--- config.mk ---
export PLATFORM = sky130hd
export DESIGN_NAME = spi_regfile_p
export DESIGN_NICKNAME = d
export VERILOG_FILES = /design/src/rtl/spi_regfile_p.sv
export SDC_FILE = /design/constraint.sdc
export NUM_CORES = 1
export LEC_CHECK = 0
export BUFFER_PORTS_ARGS = -buffer_cell sky130_fd_sc_hd__buf_2
export CAP_MARGIN = 20
export CORE_ASPECT_RATIO = 1.5
export CORE_UTILIZATION = 43
export DETAILED_ROUTE_END_ITERATION = 10
export PLACE_DENSITY_LB_ADDON = 0.05
export RECOVER_POWER = 25
export SYNTH_ARGS = -nofsm -noshare
export SYNTH_HDL_FRONTEND = slang
export SYNTH_SLANG_ARGS = --single-unit
export TNS_END_PERCENT = 1
--- constraint.sdc ---
create_clock -name clk -period 6.1 [get_ports clk]
set_clock_uncertainty 0.1 [all_clocks]
set_input_delay 0.305 -clock clk [delete_from_list [all_inputs] [get_ports clk]]
set_output_delay 0.305 -clock clk [all_outputs]
set_load 0.02 [all_outputs]
--- src/rtl/spi_regfile_p.sv ---
// SPI peripheral register file: frames are R/W bit, address, then data, MSB first.
// All SPI pins are resynchronised into clk; writes commit on chip-select release.
module spi_regfile_p #(
    parameter int DATA_W   = 8,
    parameter int ADDR_W   = 7,
    parameter int NUM_REGS = 5,
    parameter int CPOL     = 0,
    parameter int CPHA     = 0
) (
    input  logic                         clk,
    input  logic                         rst_n,
    input  logic                         sclk,
    input  logic                         copi,
    input  logic                         ncs,
    output logic                         cipo,
    output logic                         cipo_oe,
    output logic [NUM_REGS*DATA_W-1:0]   regs_flat,
    output logic                         wr_pulse,
    output logic [ADDR_W-1:0]            wr_addr
);

    localparam int F     = 1 + ADDR_W + DATA_W;
    localparam int CMD_N = 1 + ADDR_W;
    localparam int CW    = $clog2(F + 1);
    localparam bit SAMPLE_RISE = (CPOL == CPHA);

    typedef enum logic [1:0] {IDLE, CMD, DATA, HOLD} state_t;

    state_t              state_q;
    logic [2:0]          sclk_sync;
    logic [2:0]          ncs_sync;
    logic [1:0]          copi_sync;
    logic [CW-1:0]       bit_cnt;
    logic [ADDR_W:0]     cmd_q;
    logic [ADDR_W:0]     cmd_next;
    logic [DATA_W-1:0]   data_q;
    logic [DATA_W-1:0]   out_sh;
    logic [DATA_W-1:0]   rd_val;
    logic [DATA_W-1:0]   regs_q [NUM_REGS];

    logic sclk_rise, sclk_fall, ncs_rise, ncs_fall, copi_s;
    logic sample_edge, shift_edge;

    always_ff @(posedge clk or negedge rst_n) begin
        if (!rst_n) begin
            sclk_sync <= '0;
            ncs_sync  <= '0;
            copi_sync <= '0;
        end else begin
            sclk_sync <= {sclk_sync[1:0], sclk};
            ncs_sync  <= {ncs_sync[1:0], ncs};
            copi_sync <= {copi_sync[0], copi};
        end
    end

    assign sclk_rise = sclk_sync[1] & ~sclk_sync[2];
    assign sclk_fall = ~sclk_sync[1] & sclk_sync[2];
    assign ncs_rise  = ncs_sync[1] & ~ncs_sync[2];
    assign ncs_fall  = ~ncs_sync[1] & ncs_sync[2];
    assign copi_s    = copi_sync[1];

    // sclk activity only matters while the chip is selected
    assign sample_edge = ~ncs_sync[1] & (SAMPLE_RISE ? sclk_rise : sclk_fall);
    assign shift_edge  = ~ncs_sync[1] & (SAMPLE_RISE ? sclk_fall : sclk_rise);

    assign cmd_next = {cmd_q[ADDR_W-1:0], copi_s};

    always_comb begin
        rd_val = '0;
        for (int i = 0; i < NUM_REGS; i++) begin
            if (cmd_next[ADDR_W-1:0] == ADDR_W'(i)) rd_val = regs_q[i];
        end
    end

    always_ff @(posedge clk or negedge rst_n) begin
        if (!rst_n) begin
            state_q  <= IDLE;
            bit_cnt  <= '0;
            cmd_q    <= '0;
            data_q   <= '0;
            out_sh   <= '0;
            cipo_oe  <= 1'b0;
            wr_pulse <= 1'b0;
            wr_addr  <= '0;
            for (int i = 0; i < NUM_REGS; i++) regs_q[i] <= '0;
        end else begin
            wr_pulse <= 1'b0;
            if (ncs_fall) begin
                state_q <= CMD;
                bit_cnt <= '0;
                cmd_q   <= '0;
                data_q  <= '0;
                out_sh  <= '0;
                cipo_oe <= 1'b0;
            end else if (ncs_rise) begin
                state_q <= IDLE;
                out_sh  <= '0;
                cipo_oe <= 1'b0;
                // out-of-range addresses match no register and are dropped
                if (state_q == HOLD && cmd_q[ADDR_W]) begin
                    for (int i = 0; i < NUM_REGS; i++) begin
                        if (cmd_q[ADDR_W-1:0] == ADDR_W'(i)) begin
                            regs_q[i] <= data_q;
                            wr_pulse  <= 1'b1;
                            wr_addr   <= cmd_q[ADDR_W-1:0];
                        end
                    end
                end
            end else begin
                case (state_q)
                    CMD: begin
                        if (sample_edge) begin
                            cmd_q   <= cmd_next;
                            bit_cnt <= bit_cnt + CW'(1);
                            if (bit_cnt == CW'(CMD_N - 1)) begin
                                state_q <= DATA;
                                if (!cmd_next[ADDR_W]) begin
                                    out_sh  <= rd_val;
                                    cipo_oe <= 1'b1;
                                end
                            end
                        end
                    end
                    DATA: begin
                        if (sample_edge) begin
                            data_q  <= (data_q << 1) | DATA_W'(copi_s);
                            bit_cnt <= bit_cnt + CW'(1);
                            if (bit_cnt == CW'(F - 1)) state_q <= HOLD;
                        end else if (shift_edge && cipo_oe && bit_cnt > CW'(CMD_N)) begin
                            // no shift before the first data sample: MSB must be seen first
                            out_sh <= out_sh << 1;
                        end
                    end
                    default: ;
                endcase
            end
        end
    end

    assign cipo = cipo_oe & out_sh[DATA_W-1];

    for (genvar g = 0; g < NUM_REGS; g++) begin : g_flat
        assign regs_flat[g*DATA_W +: DATA_W] = regs_q[g];
    end

endmodule

==> impl_metrics.env <==
export IMPL_status="finished, violations left"
export IMPL_violations="capacitance limit, slew limit"
export IMPL_ys_ff_latch=88
export IMPL_final_area_um2=4770
export IMPL_power_density_nw_per_um2=318
export IMPL_htreeDepth=3
export IMPL_multi_input_area_um2=1770
export IMPL_rows=43
export IMPL_syn_area_per_cell_um2=12.1
export IMPL_clkTransAtPathRegs_ns=0.06
export IMPL_root_buffer="clkbuf_16"
export IMPL_vias=2756
export IMPL_hp_start="sclk_sync[0]$_DFF_PN0_"
export IMPL_nets=405
export IMPL_cts_sinks=88
export IMPL_diodes=0
export IMPL_p_seq_share_pct=46.4
export IMPL_hold_class="flip-flop to flip-flop"
export IMPL_holdWs_ns=0.252
export IMPL_async_reset_ff_share_pct=100
export IMPL_setup_worst_path_end_class="flip-flop"
export IMPL_place_congestion=0.756
export IMPL_ant_nets=0
export IMPL_p_sw_share_pct=28.7
export IMPL_setup_tns_ns=0
export IMPL_grt_start_max_net_pins=56
export IMPL_synth_cells=336
export IMPL_via_per_inst=5.43
export IMPL_hold_viol_final=0
export IMPL_critical_path_class="flip-flop to flip-flop"
export IMPL_clock_path_buffers=2
export IMPL_track_usage_pct=19.3
export IMPL_drive_gt1_share_pct=30.3
export IMPL_rsz0062_at_grt="false"
export IMPL_dpl_cell_area_um2=4440
export IMPL_critPathRequiredTime_ns=6.22
export IMPL_routed_wl_um=8810
export IMPL_post_route_period_util_pct=48.0
export IMPL_syn_area_um2=4080
export IMPL_dp_cells=489
export IMPL_synth_most_common_cell="dfrtp_1"
export IMPL_stdcell_count=508
export IMPL_vdd_drop_max_uv=187
export IMPL_r2r_start="ncs_sync[1]$_DFF_PN0_"
export IMPL_fin_util_pct=51.6
export IMPL_finalCriticalPeriod_ns=2.93
export IMPL_grt_first_pass_wirelength_um=13900
export IMPL_grt_overflow=0
export IMPL_drv_cap=1
export IMPL_synth_top_area_cell="dfrtp_1"
export IMPL_grt_pass1_vias=2676
export IMPL_post_cts_buffers=0
export IMPL_numCtsBuffers=9
export IMPL_dr_pass1_iters=4
export IMPL_ys_top_cells_by_count="dfrtp_1, mux2_2, nand2_1"
export IMPL_synth_cell_type_count=43
export IMPL_design_core_area_um2=9250
export IMPL_synth_sequential_area_ratio_pct=54.0
export IMPL_crit_path_max_fanout=28
export IMPL_worst_pin_slew_ns=1.88
export IMPL_drt_iter0_drc=133
export IMPL_hpwl_um=6120
export IMPL_drc=0
export IMPL_cp_startpoint="ncs_sync[1]$_DFF_PN0_"
export IMPL_worstSetupStartpointType="flip-flop"
export IMPL_area_delta_synth_final_pct=17.1
export IMPL_fmax_mhz=342
export IMPL_p_int_mw=1.08
export IMPL_synth_enable_flop_cells=0
export IMPL_fillers=860
export IMPL_avgRoutedWirePerCell_um=17.3
export IMPL_power_frac_clock_pct=38.8
export IMPL_synth_area_top_cells="dfrtp_1, mux2_2, o21ai_0"
export IMPL_floorplan_initialDensity_pct=44.1
export IMPL_synth_top_area_share_pct=54.0
export IMPL_ys_warnings_count=0
export IMPL_area_sequential_um2=2200
export IMPL_antenna_found_initial=0
export IMPL_cts_tree="yes"
export IMPL_hold_buffers=4
export IMPL_slew_headroom_pct=-25.1
export IMPL_die_w_um=81.5
export IMPL_setup_viol=0
export IMPL_cts_resized=0
export IMPL_synth_nets=349
export IMPL_leakage_nw=2.32
export IMPL_dieArea_um2=9880
export IMPL_p_comb_share_pct=14.9
export IMPL_chipHeight_um=121
export IMPL_maxSlewViolCount=35
export IMPL_cp_arrival_ns=3.05
export IMPL_p_sw_uw=436
export IMPL_synthFlopType="dfrtp_1"
export IMPL_clk_latency_ns=0.34
export IMPL_io_pins=55
export IMPL_io_buffers=54
-- layout make-up --
cell class	count	share of cell area, %
Sequential cell	88	46.1
Multi-Input combinational cell	222	37.1
Timing Repair Buffer	59	6.24
Clock buffer	10	5.01
Tap cell	112	2.94
Clock inverter	5	1.70
Inverter	12	0.943
-- per-layer routing --
layer	wire, um	global-route usage [%]
met3	301	3.16
met2	4430	31.3
met4	228	8.93
met5	0	0
met1	3850	24.7
-- power groups by stage --
stage	clock (mW)	sequential, mW	combinational (mW)
3_3_place_gp	0	0.713	0.225
3_5_place_dp	0	0.715	0.228
6_report	0.589	0.705	0.226
4_1_cts	0.607	0.705	0.232
5_1_grt	0.626	0.714	0.258
2_1_floorplan	0	0.680	0.186
-- sequential cells by signal, indices dropped and copies added, names as in the netlist --
name	flops
wr_addr	7
wr_pulse	1
out_sh	8
state_q	2
regs_flat	40
data_q	8
cipo_oe	1
cmd_q	8
ncs_sync	3
bit_cnt	5
copi_sync	2
sclk_sync	3
-- logic make-up (layout without fill, tap and decap cells) --
| group | count (synthesis) | count (layout) | synth area share, % |
|---|---|---|---|
| buffers and inverters | 26 | 86 | 2.58 |
| flip-flops | 88 | 88 | 54.0 |
| multiplexers | 59 | 59 | 17.9 |
| AND/OR/NAND/NOR | 95 | 95 | 14.1 |
| AO/OA/AOI/OAI | 60 | 60 | 8.96 |
| adder cells (fa/ha/maj) | 8 | 8 | 2.46 |
-- worst max-delay path: stages (launching register included) --
cell,delay [ns]
dfrtp_1,0.43
inv_1,0.07
ha_1,0.48
nor2_1,0.71
a31oi_1,0.17
o21ai_1,0.45
mux2_2,0.41
-- metrics by stage --
stage / power (mW) / worst slack, ns
floorplan: 0.866 / 4.06
CTS: 1.54 / 3.09
detailed placement: 0.943 / 3.12
global placement: 0.938 / 3.26
finish: 1.52 / 3.17
global route: 1.60 / 2.90
-- cells in the final DEF (no fill, tap or decap), drive strengths merged, types with 2 or more instances in the layout --
cell type	n
dfrtp	88
mux2	51
buf	39
o21ai	34
nand2	33
clkbuf	26
nand2b	24
inv	12
nand3	9
ha	8
nor2	8
a21oi	7
mux4	6
a32o	6
nor2b	4
dlygate4sd3	4
nor3	3
nor3b	3
nor4	2
and3b	2
mux2i	2
a2111oi	2
a31oi	2
o31ai	2
a21o	2
bufinv	2
nand4b	2
clkinv	2
-- final timing paths --
| path | slack (ns) | end | cells past startpoint |
|---|---|---|---|
| worst min register to register | 0.25 | sclk_sync[1]$_DFF_PN0_ | 0 |
| min in group asynchronous | 0.91 | sclk_sync[0]$_DFF_PN0_ | 2 |
| max in group asynchronous | 3.40 | cmd_q[1]$_DFFE_PN0P_ | 3 |
| worst max-delay path | 3.17 | out_sh[3]$_DFFE_PN0P_ | 6 |
| worst max register to register | 3.17 | out_sh[3]$_DFFE_PN0P_ | 6 |
| worst min-delay path | 0.25 | sclk_sync[1]$_DFF_PN0_ | 0 |
Note: power is estimated with default switching activity, not from simulation.
